===== src/rtl/memory_stage.sv =====
// memory_stage: load/store pipeline stage between execute and writeback.
// Accepts one op at a time, issues at most one memory request, formats load
// data and holds the result until downstream takes it.
// Optional build macro: MEMORY_STAGE_MISALIGN_CHECK_EN -- when defined,
// misaligned or illegal-size accesses are trapped (no request, misaligned_out=1);
// when undefined, low address bits are forced to the access alignment.
module memory_stage #(
  parameter int ADDR_WIDTH    = 32,
  parameter int DATA_WIDTH    = 32,
  parameter int REG_IDX_WIDTH = 5
) (
  input  logic                     clk,
  input  logic                     rst,
  output logic                     stall_prev,
  input  logic                     prev_done,
  input  logic                     next_stall,
  output logic                     done_next,
  input  logic                     load_in,
  input  logic                     store_in,
  input  logic [2:0]               funct_3_in,
  input  logic [DATA_WIDTH-1:0]    result_data_in,
  input  logic [DATA_WIDTH-1:0]    memory_store_data_in,
  input  logic [REG_IDX_WIDTH-1:0] write_register_in,
  input  logic                     writeback_enabled_in,
  output logic                     mem_req_valid,
  input  logic                     mem_req_ready,
  output logic [ADDR_WIDTH-1:0]    mem_req_addr,
  output logic                     mem_req_write,
  output logic [DATA_WIDTH-1:0]    mem_req_wdata,
  output logic [3:0]               mem_req_wstrb,
  input  logic                     mem_resp_valid,
  input  logic [DATA_WIDTH-1:0]    mem_resp_rdata,
  output logic [REG_IDX_WIDTH-1:0] write_register_out,
  output logic                     writeback_enabled_out,
  output logic [DATA_WIDTH-1:0]    writeback_data_out,
  output logic                     misaligned_out
);

  localparam logic [1:0] IDLE      = 2'd0;
  localparam logic [1:0] REQUEST   = 2'd1;
  localparam logic [1:0] WAIT_RESP = 2'd2;
  localparam logic [1:0] HOLD      = 2'd3;

  logic [1:0]               state_q, state_d;
  logic                     store_q, store_d;
  logic [2:0]               funct3_q, funct3_d;
  logic [ADDR_WIDTH-1:0]    addr_q, addr_d;
  logic [DATA_WIDTH-1:0]    sdata_q, sdata_d;
  logic [REG_IDX_WIDTH-1:0] wr_reg_q, wr_reg_d;
  logic                     wb_en_q, wb_en_d;
  logic [DATA_WIDTH-1:0]    wb_data_q, wb_data_d;
  logic                     misaligned_q, misaligned_d;

  logic transfer_next, transfer_prev;
  logic is_mem, size_half, size_word, illegal, skip, mis_flag;
  logic [ADDR_WIDTH-1:0] eff_addr;
  logic [DATA_WIDTH-1:0] shifted, load_fmt;

  assign done_next     = !rst && (state_q == HOLD);
  assign transfer_next = done_next && !next_stall;
  assign stall_prev    = rst || ((state_q != IDLE) && !((state_q == HOLD) && transfer_next));
  assign transfer_prev = prev_done && !stall_prev;

  assign mem_req_valid         = !rst && (state_q == REQUEST);
  assign mem_req_addr          = {addr_q[ADDR_WIDTH-1:2], 2'b00};
  assign mem_req_write         = store_q;
  assign write_register_out    = wr_reg_q;
  assign writeback_enabled_out = wb_en_q;
  assign writeback_data_out    = wb_data_q;
  assign misaligned_out        = misaligned_q;

  // Decode the incoming op: legality, alignment and the effective address.
  always_comb begin
    is_mem    = load_in || store_in;
    size_half = (funct_3_in[1:0] == 2'b01);
    size_word = (funct_3_in[1:0] == 2'b10);
    if (store_in)
      illegal = funct_3_in[2] || (funct_3_in[1:0] == 2'b11);
    else
      illegal = (funct_3_in == 3'b011) || (funct_3_in == 3'b110) || (funct_3_in == 3'b111);
    eff_addr = result_data_in[ADDR_WIDTH-1:0];
`ifdef MEMORY_STAGE_MISALIGN_CHECK_EN
    skip     = illegal || (size_half && eff_addr[0]) || (size_word && (eff_addr[1:0] != 2'b00));
    mis_flag = is_mem && skip;
`else
    // Illegal sizes are dropped without a request; aligned sizes get low bits cleared.
    skip     = illegal;
    mis_flag = 1'b0;
    if (size_half) eff_addr[0]   = 1'b0;
    if (size_word) eff_addr[1:0] = 2'b00;
`endif
  end

  // Store lane strobes and replicated write data.
  always_comb begin
    case (funct3_q[1:0])
      2'b00:   begin mem_req_wstrb = 4'b0001 << addr_q[1:0]; mem_req_wdata = {4{sdata_q[7:0]}};  end
      2'b01:   begin mem_req_wstrb = 4'b0011 << addr_q[1:0]; mem_req_wdata = {2{sdata_q[15:0]}}; end
      default: begin mem_req_wstrb = 4'b1111;                mem_req_wdata = sdata_q;            end
    endcase
  end

  // Load lane select and sign/zero extension.
  always_comb begin
    shifted = mem_resp_rdata >> {addr_q[1:0], 3'b000};
    case (funct3_q)
      3'b000:  load_fmt = {{24{shifted[7]}}, shifted[7:0]};
      3'b001:  load_fmt = {{16{shifted[15]}}, shifted[15:0]};
      3'b100:  load_fmt = {24'd0, shifted[7:0]};
      3'b101:  load_fmt = {16'd0, shifted[15:0]};
      default: load_fmt = shifted;
    endcase
  end

  // Next-state and capture logic; accepting a new op overrides the HOLD exit.
  always_comb begin
    state_d      = state_q;
    store_d      = store_q;
    funct3_d     = funct3_q;
    addr_d       = addr_q;
    sdata_d      = sdata_q;
    wr_reg_d     = wr_reg_q;
    wb_en_d      = wb_en_q;
    wb_data_d    = wb_data_q;
    misaligned_d = misaligned_q;
    if (rst) begin
      state_d      = IDLE;
      wb_en_d      = 1'b0;
      misaligned_d = 1'b0;
    end else begin
      case (state_q)
        REQUEST:   if (mem_req_ready) state_d = store_q ? HOLD : WAIT_RESP;
        WAIT_RESP: if (mem_resp_valid) begin
                     state_d   = HOLD;
                     wb_data_d = load_fmt;
                   end
        HOLD:      if (transfer_next) state_d = IDLE;
        default:   state_d = IDLE;
      endcase
      if (transfer_prev) begin
        store_d      = store_in;
        funct3_d     = funct_3_in;
        addr_d       = eff_addr;
        sdata_d      = memory_store_data_in;
        wr_reg_d     = write_register_in;
        wb_en_d      = writeback_enabled_in && !store_in && !(is_mem && skip);
        wb_data_d    = result_data_in;
        misaligned_d = mis_flag;
        state_d      = (is_mem && !skip) ? REQUEST : HOLD;
      end
    end
  end

  // State and pipeline registers.
  always_ff @(posedge clk) begin
    state_q      <= state_d;
    store_q      <= store_d;
    funct3_q     <= funct3_d;
    addr_q       <= addr_d;
    sdata_q      <= sdata_d;
    wr_reg_q     <= wr_reg_d;
    wb_en_q      <= wb_en_d;
    wb_data_q    <= wb_data_d;
    misaligned_q <= misaligned_d;
  end

endmodule


===== config.mk =====
export PLATFORM = sky130hd
export DESIGN_NAME = memory_stage
export DESIGN_NICKNAME = d
export VERILOG_FILES = /design/src/rtl/memory_stage.sv
export SDC_FILE = /design/constraint.sdc
export NUM_CORES = 1
export LEC_CHECK = 0
export BUFFER_PORTS_ARGS = -buffer_cell sky130_fd_sc_hd__buf_4
export CAP_MARGIN = 20
export CORE_ASPECT_RATIO = 0.6
export CORE_MARGIN = 2
export CORE_UTILIZATION = 43
export CTS_CLUSTER_SIZE = 16
export DETAILED_ROUTE_END_ITERATION = 7
export GPL_TIMING_DRIVEN = 1
export PLACE_DENSITY = 0.87
export SYNTH_ARGS = -nofsm -noshare
export SYNTH_HDL_FRONTEND = slang
export SYNTH_SLANG_ARGS = --single-unit

===== constraint.sdc =====
create_clock -name clk -period 3 [get_ports clk]
set_input_delay 0.15 -clock clk [delete_from_list [all_inputs] [get_ports clk]]
set_output_delay 0.15 -clock clk [all_outputs]
set_load 0.02 [all_outputs]

==> impl_metrics.xml <==
<?xml version="1.0" encoding="UTF-8"?>
<metrics>
  <group name="status">
    <metric name="outcome" unit="">completed</metric>
  </group>
  <group name="timing">
    <metric name="pins_over_their_slew_limit" unit="">0</metric>
    <metric name="max_freq" unit="MHz">422</metric>
    <metric name="setup-tns-final" unit="ps">0</metric>
    <metric name="timing.final.crit_share" unit="">0.789</metric>
    <metric name="maxSlewHeadroom" unit="">0.346</metric>
    <metric name="timing_hold_violations_final" unit="">0</metric>
    <metric name="finalClockSkew" unit="ps">8.64</metric>
    <metric name="finalWorstPathRequiredPeriod" unit="ps">2370</metric>
    <metric name="setup-violations-final" unit="">0</metric>
    <metric name="grt_setup_unrepaired" unit="">no</metric>
    <metric name="worst_slew_pin_slew" unit="ps">978</metric>
  </group>
  <group name="power_and_ir_drop">
    <metric name="netSwitchingPower" unit="µW">1150</metric>
    <metric name="power.sequential.fraction" unit="">0.470</metric>
    <metric name="combPwrFrac" unit="">0.249</metric>
    <metric name="switching_share" unit="">0.287</metric>
    <metric name="p_leak" unit="µW">0.00319</metric>
    <metric name="power.ir.vdd_worst" unit="V">0.000308</metric>
    <metric name="cellPowerDensity" unit="nW/µm²">523</metric>
    <metric name="power_report.internal_total" unit="µW">2850</metric>
    <metric name="report.power.total" unit="µW">4000</metric>
    <metric name="power_frac_clock" unit="">0.281</metric>
  </group>
  <group name="floorplan">
    <metric name="floorplan.core_area" unit="µm²">11500</metric>
    <metric name="floorplan.die.width" unit="µm">146</metric>
    <metric name="top_level_ports" unit="">224</metric>
    <metric name="row_count" unit="">30</metric>
    <metric name="die_h" unit="µm">88.9</metric>
    <metric name="effective_utilization_at_floorplan" unit="">0.449</metric>
    <metric name="overall_die_area" unit="µm²">12900</metric>
  </group>
  <group name="grt">
    <metric name="gr-total-overflow" unit="">0</metric>
    <metric name="first_global_vias" unit="">4251</metric>
    <metric name="grt_start_max_net_pins" unit="">45</metric>
    <metric name="global_route.usage.total" unit="">0.236</metric>
    <metric name="first_pass_grt_wire_length" unit="µm">23200</metric>
    <metric name="antenna_found_initial" unit="">1</metric>
  </group>
  <group name="synth">
    <metric name="yosys_register_bits" unit="">108</metric>
    <metric name="synth_top_cells_by_count" unit="">edfxtp_1 (105), nand2_1 (43), buf_4 (42)</metric>
    <metric name="synth_largest_area_cell" unit="">edfxtp_1</metric>
    <metric name="synth_area_per_cell" unit="µm²">13.0</metric>
    <metric name="synthesis.area" unit="µm²">5170</metric>
    <metric name="synthTopCellsByArea" unit="">edfxtp_1 (61%), buf_4 (6.1%), mux2i_1 (5.0%)</metric>
    <metric name="yosysWarningCount" unit="">0</metric>
    <metric name="synthMostInstantiatedCell" unit="">edfxtp_1</metric>
    <metric name="sequential_fraction_of_the_synthesis_area" unit="">0.622</metric>
    <metric name="synth_edf_count" unit="">105</metric>
    <metric name="yosys.area.top_type_share" unit="">0.610</metric>
    <metric name="synth-async-reset-ratio" unit="">0</metric>
    <metric name="postSynthCellCount" unit="">397</metric>
    <metric name="synthDistinctLibCells" unit="">38</metric>
    <metric name="primary_ff_master_synth" unit="">edfxtp_1</metric>
  </group>
  <group name="clocking">
    <metric name="post_cts.resized_instances" unit="">0</metric>
    <metric name="clkLatencyLatePin" unit="ps">350</metric>
    <metric name="ctsRootBufferMaster" unit="">clkbuf_16</metric>
    <metric name="max-clock-path-buffers" unit="">2</metric>
    <metric name="cts_tree" unit="">built</metric>
    <metric name="clkSlewWorstSetupHoldPaths" unit="ps">70</metric>
    <metric name="cts-buffers-inserted" unit="">9</metric>
    <metric name="cts-htree-levels" unit="">3</metric>
    <metric name="tritoncts_num_sinks" unit="">108</metric>
  </group>
  <group name="cells_and_area">
    <metric name="drive_gt1_frac" unit="">0.414</metric>
    <metric name="synthToLayoutAreaGrowth" unit="%">47.9</metric>
    <metric name="ant_diodes" unit="">0</metric>
    <metric name="layout.cells.non_filler" unit="">807</metric>
    <metric name="n_fill_cell" unit="">848</metric>
    <metric name="layout.nets" unit="">762</metric>
  </group>
  <group name="place">
    <metric name="port_buffers" unit="">220</metric>
    <metric name="gp_routability_congestion" unit="">0.845</metric>
    <metric name="dp.cells" unit="">725</metric>
    <metric name="hpwlAfterDp" unit="µm">11100</metric>
  </group>
  <group name="min_path">
    <metric name="holdCritPathClass" unit="">input port to flip-flop</metric>
  </group>
  <group name="drt">
    <metric name="drt_pass_1_iters" unit="">7</metric>
    <metric name="vias_per_cell" unit="">5.07</metric>
    <metric name="finalWirelength" unit="µm">15400</metric>
    <metric name="wirelength_per_cell" unit="µm">19.0</metric>
    <metric name="final_antenna_violating_net_count" unit="">0</metric>
    <metric name="remaining_drc_errors" unit="">0</metric>
    <metric name="drt_iter0_drc" unit="">318</metric>
    <metric name="via_count" unit="">4092</metric>
  </group>
  <group name="setup_path">
    <metric name="cp.arrival" unit="ps">2460</metric>
    <metric name="critical_path_rt" unit="ps">3100</metric>
    <metric name="cp_max_fo" unit="">23</metric>
    <metric name="setup.worst_path.class" unit="">flip-flop to flip-flop</metric>
    <metric name="crit_path_start_kind" unit="">flip-flop</metric>
    <metric name="critPathCaptureType" unit="">flip-flop</metric>
  </group>
  <group name="run">
    <metric name="maxCapViolations" unit="">0</metric>
  </group>
</metrics>
[layout by cell type, fill, tap and decap left out, drive strengths merged, types with 2 or more instances in the layout]
cell,n
conb,3
ha,6
and2,9
a211oi,8
nand2,43
dfxtp,3
dlygate4sd3,67
nor2b,14
o22a,17
inv,11
buf,228
nor2,22
clkinv,2
o2bb2ai,7
mux2i,26
o21ai,11
or2,2
mux2,17
clkbuf,9
edfxtp,105
a21o,2
clkinvlp,2
a21oi,19
[critical path, cell delays in order (launching register included)]
cell and delay (ps):
dfxtp_1 380, inv_1 90, ha_1 260, o211ai_4 590, buf_4 410, mux2_2 380
[power groups by stage]
stage	Combinational [µW]	Clock (µW)	Sequential, µW
after global routing	1060	1190	1890
after CTS	987	1140	1880
final	995	1120	1880
after floorplan	497	0	1950
after global placement	885	0	1910
after detailed placement	917	0	1910
[per-stage QoR]
step           area (µm²)   util  hold slack [ps]  setup slack, ps
2_1_floorplan        5180      -              219              130
3_3_place_gp         6700  0.581              328              765
3_5_place_dp         6700  0.581              329              652
4_1_cts              7600  0.660            0.156              651
5_1_grt              7640  0.663             1.44              534
6_report             7640  0.663             14.6              632
[sequential cells by signal, indices dropped and copies added, names as in the netlist]
| name | flops |
|---|---|
| addr_q | 32 |
| funct3_q | 3 |
| mem_req_write | 1 |
| sdata_q | 32 |
| state_q | 2 |
| write_register_out | 5 |
| writeback_data_out | 32 |
| writeback_enabled_out | 1 |
[worst paths after layout]
check / start / depth (start not counted) / slack (ps) / to
worst max-delay path: state_q[0]$_SDFFE_PP0P_ / 5 / 630 / writeback_data_out[0]$_DFFE_PP_
worst min-delay path: result_data_in[5] / 1 / 10 / addr_q[5]$_DFFE_PP_
worst max register to register: state_q[0]$_SDFFE_PP0P_ / 5 / 630 / writeback_data_out[0]$_DFFE_PP_
worst min register to register: state_q[0]$_SDFFE_PP0P_ / 2 / 530 / state_q[0]$_SDFFE_PP0P_
[logic make-up after synthesis]
family                   count (synthesis)  share of synthesized area
buffers and inverters                   71                     0.0862
XOR/XNOR                                 1                    0.00169
adder cells (fa/ha/maj)                  6                     0.0145
AND/OR/NAND/NOR                         95                     0.0850
flip-flops                             108                      0.622
multiplexers                            43                     0.0881
AO/OA/AOI/OAI                           72                      0.102
other                                    1                   0.000726
[per-layer routing]
metal,wire length (µm),GRT usage
met1,6030,0.280
met3,1270,0.0719
met5,0,0
met4,213,0.0606
met2,7860,0.432
[timing repair]
| action | in CTS | in global routing |
|---|---|---|
| buffers inserted | 0 | 0 |
| hold buffers | 63 | 4 |
| endpoints found under the hold margin | 63 | 4 |
[layout make-up]
class	count	area, µm²	share of cell area
Sequential cell	108	3210	0.420
Timing Repair Buffer	295	2380	0.312
Multi-Input combinational cell	220	1540	0.201
Clock buffer	9	225	0.0295
Tap cell	160	200	0.0262
Clock inverter	6	47.5	0.00622
Inverter	9	37.5	0.00491
No activity file was read; power rests on OpenSTA's default activity.
